$ cat config.mk
export PLATFORM = sky130hd
export DESIGN_NAME = multicycle_controller_flat
export DESIGN_NICKNAME = d
export VERILOG_FILES = /design/src/rtl/riscv_ctrl_pkg.sv /design/src/rtl/multicycle_controller_if.sv /design/src/rtl/alu_ctrl_dec.sv /design/src/rtl/multicycle_controller.sv /design/src/flat_wrapper.sv
export SDC_FILE = /design/constraint.sdc
export NUM_CORES = 1
export LEC_CHECK = 0
export ABC_AREA = 1
export CORE_UTILIZATION = 30
export CTS_BUF_LIST = sky130_fd_sc_hd__clkbuf_8
export CTS_CLUSTER_DIAMETER = 60
export DETAILED_ROUTE_END_ITERATION = 8
export PLACE_DENSITY = 0.66
export SETUP_SLACK_MARGIN = 0.1
export SLEW_MARGIN = 20
export SYNTH_ARGS = -nofsm -noshare
export SYNTH_HDL_FRONTEND = slang
export SYNTH_SLANG_ARGS = --single-unit
$ cat constraint.sdc
create_clock -name clk -period 1.78 [get_ports clk]
set_clock_uncertainty 0.15 [all_clocks]
set_input_delay 0.356 -clock clk [delete_from_list [all_inputs] [get_ports clk]]
set_output_delay 0.356 -clock clk [all_outputs]
set_load 0.1 [all_outputs]
$ cat src/rtl/riscv_ctrl_pkg.sv
// Shared encodings for the multi-cycle RV32I controller: FSM states, opcodes,
// ALUControl codes and datapath mux selects.
package riscv_ctrl_pkg;

  localparam int ALUCTRL_W = 3;
  localparam int STATE_W   = 4;

  typedef enum logic [STATE_W-1:0] {
    S_FETCH, S_DECODE, S_MEMADR, S_MEMREAD, S_MEMWB, S_MEMWRITE,
    S_EXECUTER, S_EXECUTEI, S_ALUWB, S_BRANCH, S_JAL
  } state_e;

  typedef enum logic [1:0] {
    ALUOP_ADD    = 2'b00,
    ALUOP_BRANCH = 2'b01,
    ALUOP_FUNCT  = 2'b10
  } alu_op_e;

  localparam logic [6:0] OP_LOAD   = 7'b0000011;
  localparam logic [6:0] OP_STORE  = 7'b0100011;
  localparam logic [6:0] OP_RTYPE  = 7'b0110011;
  localparam logic [6:0] OP_ITYPE  = 7'b0010011;
  localparam logic [6:0] OP_BRANCH = 7'b1100011;
  localparam logic [6:0] OP_JAL    = 7'b1101111;

  localparam logic [ALUCTRL_W-1:0] ALU_ADD  = 3'b000;
  localparam logic [ALUCTRL_W-1:0] ALU_SUB  = 3'b001;
  localparam logic [ALUCTRL_W-1:0] ALU_AND  = 3'b010;
  localparam logic [ALUCTRL_W-1:0] ALU_OR   = 3'b011;
  localparam logic [ALUCTRL_W-1:0] ALU_XOR  = 3'b100;
  localparam logic [ALUCTRL_W-1:0] ALU_SLT  = 3'b110;
  localparam logic [ALUCTRL_W-1:0] ALU_SLTU = 3'b111;

  localparam logic [1:0] SRCA_PC    = 2'b00;
  localparam logic [1:0] SRCA_OLDPC = 2'b01;
  localparam logic [1:0] SRCA_REG   = 2'b10;
  localparam logic [1:0] SRCB_WDATA = 2'b00;
  localparam logic [1:0] SRCB_IMM   = 2'b01;
  localparam logic [1:0] SRCB_FOUR  = 2'b10;
  localparam logic [1:0] RES_ALUOUT = 2'b00;
  localparam logic [1:0] RES_DATA   = 2'b01;
  localparam logic [1:0] RES_ALURES = 2'b10;
  localparam logic [1:0] IMM_I      = 2'b00;
  localparam logic [1:0] IMM_S      = 2'b01;
  localparam logic [1:0] IMM_B      = 2'b10;
  localparam logic [1:0] IMM_J      = 2'b11;

  // Shift encodings (funct3 001/101) decode as Illegal for R/I-type.
  function automatic logic is_shift_f3(input logic [2:0] f3);
    return (f3 == 3'b001) || (f3 == 3'b101);
  endfunction

endpackage

$ cat src/rtl/multicycle_controller_if.sv
// Instruction fields / ALU flag in, datapath controls out, between the
// multi-cycle controller (slave) and whatever drives the instruction (master).
interface multicycle_controller_if;
  import riscv_ctrl_pkg::*;

  logic [6:0]           op;
  logic [2:0]           funct3;
  logic                 funct7b5;
  logic                 Zero;
  logic                 PCWrite;
  logic                 AdrSrc;
  logic                 MemWrite;
  logic                 IRWrite;
  logic [1:0]           ResultSrc;
  logic [1:0]           ALUSrcA;
  logic [1:0]           ALUSrcB;
  logic [1:0]           ImmSrc;
  logic                 RegWrite;
  logic [ALUCTRL_W-1:0] ALUControl;
  logic                 Illegal;

  modport master (
    output op, funct3, funct7b5, Zero,
    input  PCWrite, AdrSrc, MemWrite, IRWrite, ResultSrc, ALUSrcA, ALUSrcB,
           ImmSrc, RegWrite, ALUControl, Illegal
  );

  modport slave (
    input  op, funct3, funct7b5, Zero,
    output PCWrite, AdrSrc, MemWrite, IRWrite, ResultSrc, ALUSrcA, ALUSrcB,
           ImmSrc, RegWrite, ALUControl, Illegal
  );

endinterface

$ cat src/rtl/alu_ctrl_dec.sv
// Combinational ALUControl decode from ALUOp/funct3/funct7b5/op[5].
// BRANCH_CMP_EN adds the signed/unsigned compare branches (blt/bge/bltu/bgeu).
module alu_ctrl_dec
  import riscv_ctrl_pkg::*;
(
  input  alu_op_e              alu_op,
  input  logic [2:0]           funct3,
  input  logic                 funct7b5,
  input  logic                 op5,
  output logic [ALUCTRL_W-1:0] alu_control
);

  always_comb begin
    alu_control = ALU_ADD;
    case (alu_op)
      ALUOP_BRANCH: begin
        case (funct3)
          3'b000, 3'b001: alu_control = ALU_SUB;
`ifdef BRANCH_CMP_EN
          3'b100, 3'b101: alu_control = ALU_SLT;
          3'b110, 3'b111: alu_control = ALU_SLTU;
`endif
          default:        alu_control = ALU_ADD;
        endcase
      end
      ALUOP_FUNCT: begin
        case (funct3)
          // Only R-type (op[5]=1) can encode sub; addi ignores funct7b5.
          3'b000:  alu_control = (op5 & funct7b5) ? ALU_SUB : ALU_ADD;
          3'b010:  alu_control = ALU_SLT;
          3'b011:  alu_control = ALU_SLTU;
          3'b100:  alu_control = ALU_XOR;
          3'b110:  alu_control = ALU_OR;
          3'b111:  alu_control = ALU_AND;
          default: alu_control = ALU_ADD;
        endcase
      end
      default: alu_control = ALU_ADD;
    endcase
  end

endmodule

$ cat src/rtl/multicycle_controller.sv
// Moore control FSM for the multi-cycle RV32I datapath; only PCWrite's branch
// term looks at Zero. Optional macro BRANCH_CMP_EN enables blt/bge/bltu/bgeu.
module multicycle_controller
  import riscv_ctrl_pkg::*;
(
  input  logic                   clk,
  input  logic                   reset,
  multicycle_controller_if.slave bus
);

  state_e     state_q, state_d;
  alu_op_e    alu_op;
  logic       pc_update, branch, taken;
  logic       ir_write, mem_write, reg_write, illegal, adr_src;
  logic [1:0] result_src, src_a, src_b;

  always_ff @(posedge clk) begin
    if (reset) state_q <= S_FETCH;
    else       state_q <= state_d;
  end

  always_comb begin
    state_d    = state_q;
    alu_op     = ALUOP_ADD;
    pc_update  = 1'b0;
    branch     = 1'b0;
    ir_write   = 1'b0;
    mem_write  = 1'b0;
    reg_write  = 1'b0;
    illegal    = 1'b0;
    adr_src    = 1'b0;
    result_src = RES_ALUOUT;
    src_a      = SRCA_PC;
    src_b      = SRCB_WDATA;
    case (state_q)
      S_FETCH: begin
        ir_write   = 1'b1;
        src_b      = SRCB_FOUR;
        result_src = RES_ALURES;
        pc_update  = 1'b1;
        state_d    = S_DECODE;
      end
      S_DECODE: begin
        // Branch target is precomputed here into ALUOut.
        src_a = SRCA_OLDPC;
        src_b = SRCB_IMM;
        case (bus.op)
          OP_LOAD, OP_STORE: state_d = S_MEMADR;
          OP_RTYPE: begin
            illegal = is_shift_f3(bus.funct3);
            state_d = illegal ? S_FETCH : S_EXECUTER;
          end
          OP_ITYPE: begin
            illegal = is_shift_f3(bus.funct3);
            state_d = illegal ? S_FETCH : S_EXECUTEI;
          end
          OP_BRANCH: state_d = S_BRANCH;
          OP_JAL:    state_d = S_JAL;
          default: begin
            illegal = 1'b1;
            state_d = S_FETCH;
          end
        endcase
      end
      S_MEMADR: begin
        src_a   = SRCA_REG;
        src_b   = SRCB_IMM;
        state_d = (bus.op == OP_STORE) ? S_MEMWRITE : S_MEMREAD;
      end
      S_MEMREAD: begin
        adr_src = 1'b1;
        state_d = S_MEMWB;
      end
      S_MEMWB: begin
        result_src = RES_DATA;
        reg_write  = 1'b1;
        state_d    = S_FETCH;
      end
      S_MEMWRITE: begin
        adr_src   = 1'b1;
        mem_write = 1'b1;
        state_d   = S_FETCH;
      end
      S_EXECUTER: begin
        src_a   = SRCA_REG;
        alu_op  = ALUOP_FUNCT;
        state_d = S_ALUWB;
      end
      S_EXECUTEI: begin
        src_a   = SRCA_REG;
        src_b   = SRCB_IMM;
        alu_op  = ALUOP_FUNCT;
        state_d = S_ALUWB;
      end
      S_ALUWB: begin
        reg_write = 1'b1;
        state_d   = S_FETCH;
      end
      S_JAL: begin
        src_a     = SRCA_OLDPC;
        src_b     = SRCB_FOUR;
        pc_update = 1'b1;
        state_d   = S_ALUWB;
      end
      S_BRANCH: begin
        src_a   = SRCA_REG;
        alu_op  = ALUOP_BRANCH;
        branch  = 1'b1;
        state_d = S_FETCH;
      end
      default: state_d = S_FETCH;
    endcase
  end

  always_comb begin
    taken = 1'b0;
    case (bus.funct3)
      3'b000: taken = bus.Zero;
      3'b001: taken = ~bus.Zero;
`ifdef BRANCH_CMP_EN
      3'b100, 3'b110: taken = ~bus.Zero;
      3'b101, 3'b111: taken = bus.Zero;
`endif
      default: taken = 1'b0;
    endcase
  end

  always_comb begin
    case (bus.op)
      OP_STORE:  bus.ImmSrc = IMM_S;
      OP_BRANCH: bus.ImmSrc = IMM_B;
      OP_JAL:    bus.ImmSrc = IMM_J;
      default:   bus.ImmSrc = IMM_I;
    endcase
  end

  alu_ctrl_dec u_alu_ctrl_dec (
    .alu_op      (alu_op),
    .funct3      (bus.funct3),
    .funct7b5    (bus.funct7b5),
    .op5         (bus.op[5]),
    .alu_control (bus.ALUControl)
  );

  // Write enables are forced low during reset so an abandoned instruction leaves no trace.
  assign bus.PCWrite   = ~reset & (pc_update | (branch & taken));
  assign bus.IRWrite   = ~reset & ir_write;
  assign bus.MemWrite  = ~reset & mem_write;
  assign bus.RegWrite  = ~reset & reg_write;
  assign bus.Illegal   = ~reset & illegal;
  assign bus.AdrSrc    = adr_src;
  assign bus.ResultSrc = result_src;
  assign bus.ALUSrcA   = src_a;
  assign bus.ALUSrcB   = src_b;

endmodule

$ cat src/flat_wrapper.sv
// flat-port wrapper written by rule: the top's interface ports become plain ports
module multicycle_controller_flat import riscv_ctrl_pkg::*;
  (clk, reset, bus_op, bus_funct3, bus_funct7b5, bus_Zero, bus_PCWrite, bus_AdrSrc, bus_MemWrite, bus_IRWrite, bus_ResultSrc, bus_ALUSrcA, bus_ALUSrcB, bus_ImmSrc, bus_RegWrite, bus_ALUControl, bus_Illegal);
  multicycle_controller_if bus_i ();
  input  logic clk;
  input  logic reset;
  input wire logic [$bits(bus_i.op)-1:0] bus_op;
  input wire logic [$bits(bus_i.funct3)-1:0] bus_funct3;
  input wire logic [$bits(bus_i.funct7b5)-1:0] bus_funct7b5;
  input wire logic [$bits(bus_i.Zero)-1:0] bus_Zero;
  output wire logic [$bits(bus_i.PCWrite)-1:0] bus_PCWrite;
  output wire logic [$bits(bus_i.AdrSrc)-1:0] bus_AdrSrc;
  output wire logic [$bits(bus_i.MemWrite)-1:0] bus_MemWrite;
  output wire logic [$bits(bus_i.IRWrite)-1:0] bus_IRWrite;
  output wire logic [$bits(bus_i.ResultSrc)-1:0] bus_ResultSrc;
  output wire logic [$bits(bus_i.ALUSrcA)-1:0] bus_ALUSrcA;
  output wire logic [$bits(bus_i.ALUSrcB)-1:0] bus_ALUSrcB;
  output wire logic [$bits(bus_i.ImmSrc)-1:0] bus_ImmSrc;
  output wire logic [$bits(bus_i.RegWrite)-1:0] bus_RegWrite;
  output wire logic [$bits(bus_i.ALUControl)-1:0] bus_ALUControl;
  output wire logic [$bits(bus_i.Illegal)-1:0] bus_Illegal;
  assign bus_i.op = bus_op;
  assign bus_i.funct3 = bus_funct3;
  assign bus_i.funct7b5 = bus_funct7b5;
  assign bus_i.Zero = bus_Zero;
  assign bus_PCWrite = bus_i.PCWrite;
  assign bus_AdrSrc = bus_i.AdrSrc;
  assign bus_MemWrite = bus_i.MemWrite;
  assign bus_IRWrite = bus_i.IRWrite;
  assign bus_ResultSrc = bus_i.ResultSrc;
  assign bus_ALUSrcA = bus_i.ALUSrcA;
  assign bus_ALUSrcB = bus_i.ALUSrcB;
  assign bus_ImmSrc = bus_i.ImmSrc;
  assign bus_RegWrite = bus_i.RegWrite;
  assign bus_ALUControl = bus_i.ALUControl;
  assign bus_Illegal = bus_i.Illegal;
  multicycle_controller u_core (.clk(clk), .reset(reset), .bus(bus_i));
endmodule
==> results of run 1 <==
-- cells by family after synthesis --
kind of cell             after synthesis
AO/OA/AOI/OAI                         12
flip-flops                             4
buffers and inverters                 24
adder cells (fa/ha/maj)                2
AND/OR/NAND/NOR                       65
-- Yosys cell counts --
cell | count | share of area [%]
nor3_1 | 2 | 1.7
ha_1 | 2 | 4.3
a21oi_1 | 5 | 4.3
nor2_1 | 16 | 10
nand2_1 | 24 | 15
a211oi_1 | 1 | 1.3
or2_4 | 1 | 1.5
clkbuf_1 | 1 | 0.64
o21ai_1 | 1 | 0.85
nand3_1 | 8 | 6.8
a31oi_1 | 2 | 2.1
inv_2 | 5 | 3.2
dfxtp_1 | 4 | 14
nor4b_1 | 1 | 1.5
nor3_2 | 1 | 1.7
nand2_2 | 4 | 4.3
nor2_4 | 4 | 7.7
o311ai_0 | 1 | 1.5
nor2_2 | 2 | 2.1
inv_1 | 18 | 12
nand4_1 | 2 | 2.1
o21ai_0 | 2 | 1.7
-- through the flow --
stage	util [%]	setup WS (ns)	instance area, um2	std cells
3_5_place_dp	79.2	-0.436	1410	186
2_1_floorplan	-	-0.643	727	107
3_3_place_gp	79.2	-0.377	1410	186
4_1_cts	96.5	-0.320	1720	201
-- what timing repair did --
item | in CTS
setup buffers | 12
setup endpoints to repair | 18
pin swaps | 23
hold buffers | 0
resized for setup | 86
==> summary.txt, run 1 <==
Run status
  • Run status: aborted with a tool error
  • Fail Step: global routing
  • Run Error: [ERROR DPL-0038] Utilization greater than 100%, impossible to legalize

GRT
  • Pin count of the biggest net entering global routing: 6

Logic synthesis
  • Multiplexer share of the synthesized area: 0%
  • Largest family of logic cells by synthesized area: simple AND/OR/NAND/NOR gates
  • Syn Area/Cell: 5.48 um2
  • Synth unique cells: 22
  • Post-Synth Simple-Gate Area: 55.0%
  • Synth warnings: 0
  • Xor and xnor fraction of the mapped netlist area: 0%
  • Register area share after synthesis: 13.6%
  • Compound-gate portion of the synthesized area: 11.7%
  • Post-Synth Adder-Cell Area: 4.26%
  • Mapped Area: 587 um2
  • Syn Nets: 123
  • #FFs+latches synth: 4
  • Cell count after synthesis: 107

Die
  • Core Rows: 15
  • Ports: 31
  • Initial core utilization: 32.9%
  • Die H: 46.2 um
  • Die width: 46.2 um

CTS
  • CTS sink cnt: 4
  • Max clock buf depth: 2
  • CTS Buf Count: 3
  • Root Buffer: clkbuf_8
  • Level count of the clock H-tree: 1

Placed design
  • Port Buffer Count: 30
  • HPWL after detailed placement: 1810 um
  • Gp weighted congestion: 0.851

Timing
  • GRT worst endpoint: bus_ALUControl[2]
  • Worst ep type: output port
==> inputs of run 2 (changes only) <==
--- a/config.mk
+++ b/config.mk
@@ -6,12 +6,10 @@
 export NUM_CORES = 1
 export LEC_CHECK = 0
 export ABC_AREA = 1
-export CORE_UTILIZATION = 30
-export CTS_BUF_LIST = sky130_fd_sc_hd__clkbuf_8
-export CTS_CLUSTER_DIAMETER = 60
+export CORE_AREA = 2 2 63 65
 export DETAILED_ROUTE_END_ITERATION = 8
-export PLACE_DENSITY = 0.66
-export SETUP_SLACK_MARGIN = 0.1
+export DIE_AREA = 0 0 65 67
+export PLACE_DENSITY_LB_ADDON = 0.15
 export SLEW_MARGIN = 20
 export SYNTH_ARGS = -nofsm -noshare
 export SYNTH_HDL_FRONTEND = slang
==> constraint.sdc (replaced) <==
create_clock -name clk -period 2.3 [get_ports clk]
set_clock_uncertainty 0.15 [all_clocks]
set_input_delay 0.46 -clock clk [delete_from_list [all_inputs] [get_ports clk]]
set_output_delay 0.46 -clock clk [all_outputs]
set_load 0.1 [all_outputs]
==> summary.txt, run 2 <==
Run status
  • Run status: finished clean (was aborted with a tool error)

CTS
  • Clock Latency Late Sink: 0.22 ns
  • CTS sink cnt: 4 (unchanged)
  • CTS Buf Count: 3 (unchanged)
  • CTS clk-pin slew, worst paths: 0.03 ns
  • Level count of the clock H-tree: 1 (unchanged)
  • Max clock buf depth: 2 (unchanged)
  • CTS tree: done
  • Root Buffer: clkbuf_8 (unchanged)
  • Cts hold-fix bufs: 0 (unchanged)

Logic synthesis
  • Area contributors post-synth: nand2_1, dfxtp_1, inv_1 (unchanged)
  • Cell count after synthesis: 107 (unchanged)
  • Synth area leader: nand2_1 (unchanged)
  • Synth unique cells: 22 (unchanged)
  • Syn Nets: 123 (unchanged)
  • Synth Flop Type: dfxtp_1 (unchanged)
  • Async set-reset flop share out of synthesis: 0% (unchanged)
  • Synth warnings: 0 (unchanged)
  • Register area share after synthesis: 13.6% (unchanged)
  • Synth top area share: 15.4% (unchanged)
  • Syn Area/Cell: 5.48 um2 (unchanged)
  • Synth top cells by count: nand2_1, inv_1, nor2_1 (unchanged)
  • Mapped Area: 587 um2 (unchanged)
  • Post-synth EDFFs: 0 (unchanged)
  • #FFs+latches synth: 4 (unchanged)
  • Count leader, synth: nand2_1 (unchanged)

Worst hold path
  • Hold path depth: 4
  • Type of the most critical hold path: register to register

Route
  • Via Count: 836
  • Drt wl/cell: 11.0 um
  • Post-route ant nets: 0
  • Wire length on met2: 1140 um
  • Met1 Wirelength: 993 um
  • Iter 0 DRT Violations: 30
  • Routed WL: 2270 um
  • Drt via density: 4.04
  • DRC Markers: 0
  • Highest routed layer: met3
  • WL met3: 138 um
  • DR pass1 iterations: 4

Final layout
  • Inserted Diodes: 0
  • Area of the multi-input gates: 567 um2
  • Fill cells: 381
  • Area Overhead vs Synth: 148%
  • Register Area: 86.3 um2
  • Top reg by flops: u_core.state_q
  • Layout Nets: 177
  • Top Registers: u_core.state_q: 4 flops
  • Layout cells sized above 1: 54.7%
  • Util after Layout: 40.4%
  • Most frequent cells in the layout: buf_4, buf_12, nand2_1
  • Largest register FFs: 4
  • Commonest non-fill, non-tap cell in the layout: buf_4

GRT
  • Pin count of the biggest net entering global routing: 6
  • First-pass GRT wire length: 3900 um
  • Gr usage total: 11.3%
  • Number of global-route vias before repair: 881
  • Antenna violations before repair: 0
  • Congestion Overflow GR: 0

Power and ir drop
  • Max IR drop VDD: 0.238 mV
  • Power Total: 446 uW
  • Power Density: 306 nW/um2
  • Leak pwr: 0.649 nW

Setup path
  • Critical setup path kind: register to output port
  • Worst setup EP type: output port
  • Worst Reg-to-Reg Cells: 7
  • Worst Path Max Fanout: 4
  • CP required: 1.69 ns
  • Crit path DAT: 1.63 ns
  • CP startpoint kind: register

Die
  • Initial core utilization: 16.3% (was 32.9%)
  • Core area: 3610 um2
  • Core Rows: 22 (was 15)
  • Ports: 31 (unchanged)
  • Die H: 67 um (was 46.2 um)
  • Die footprint: 4360 um2
  • Die width: 65 um (was 46.2 um)

Timing
  • Endpoints failing setup: 0
  • Final Slew Violations: 0
  • Measured slew at the worst slew-check pin: 0.335 ns
  • Slew headroom: 77.7%
  • WHS: 0.482 ns
  • Crit path time final: 2.24 ns
  • Final hold vios: 0
  • RSZ-0062 raised after global routing: false
  • Fmax: 446 MHz
  • Final period utilization: 97.5%
  • Final WS setup: 0.0584 ns

Placed design
  • Port Buffer Count: 30 (unchanged)
  • HPWL after detailed placement: 1750 um (was 1810 um)
  • Gp weighted congestion: 0.764 (was 0.851)
  • Worst slack, placed: -0.102 ns (was -0.436 ns)

Job
  • # Max-Cap Violations: 0
[run 2: cell families (layout without fill, tap and decap cells)]
logic type | count (synthesis) | count (layout) | synth area share [%]
AO/OA/AOI/OAI | 12 | 12 | 11.7
adder cells (fa/ha/maj) | 2 | 2 | 4.26
buffers and inverters | 24 | 76 | 15.4
flip-flops | 4 | 4 | 13.6
AND/OR/NAND/NOR | 65 | 65 | 55.0
[run 2: worst paths after layout]
path                                start                            to  slack [ns]
max          u_core.state_q[1]$_SDFF_PP0_             bus_ALUControl[2]        0.06
min reg2reg  u_core.state_q[0]$_SDFF_PP0_  u_core.state_q[1]$_SDFF_PP0_        0.48
max reg2reg  u_core.state_q[1]$_SDFF_PP0_  u_core.state_q[2]$_SDFF_PP0_        0.88
min          u_core.state_q[0]$_SDFF_PP0_  u_core.state_q[1]$_SDFF_PP0_        0.48
[run 2: final cells by class]
type	count	share of cell area (%)
tap	48	4.12
inverter	23	5.93
multi-input combinational	79	38.9
timing repair buffer	50	42.3
clock buffer	3	2.84
sequential	4	5.93
[run 2: repair_timing]
action	in CTS	in global routing
endpoints found under the setup margin	6	5
hold endpoints to repair	0	0
gates resized for setup	30	7
pin swaps	10	4
gates cloned	0	0
buffers inserted	9	0
[run 2: metrics by stage]
stage	TNS (ns)	std cells	instance area (um2)
after global placement	-0.323	195	1270
final	0	207	1460
after global routing	0	207	1460
after detailed placement	-0.311	195	1270
after CTS	0	207	1440
after floorplan	-1.51	107	663
[run 2: power breakdown]
part           internal (mW)  leakage (nW)  total [mW]  switching, mW
clock network          0.111        0.0216       0.146         0.0350
logic                 0.0829         0.593       0.226          0.143
registers             0.0709        0.0341      0.0735        0.00256
total                  0.265         0.649       0.446          0.181
[run 2: worst max-delay path: stages (launching register included)]
cell and delay, ns:
dfxtp_4 0.35, inv_2 0.09, nand2_4 0.07, nor2_4 0.12
inv_2 0.06, ha_4 0.25, nor4b_4 0.26, buf_12 0.21
[run 2: routing by layer]
metal / global-route usage, % / up-vias
met5: 0 / -
met4: 0.798 / 0
met3: 2.53 / 0
met2: 20.9 / 22
met1: 13.8 / 376
li1: - / 438
(Power assumes the default switching activity.)
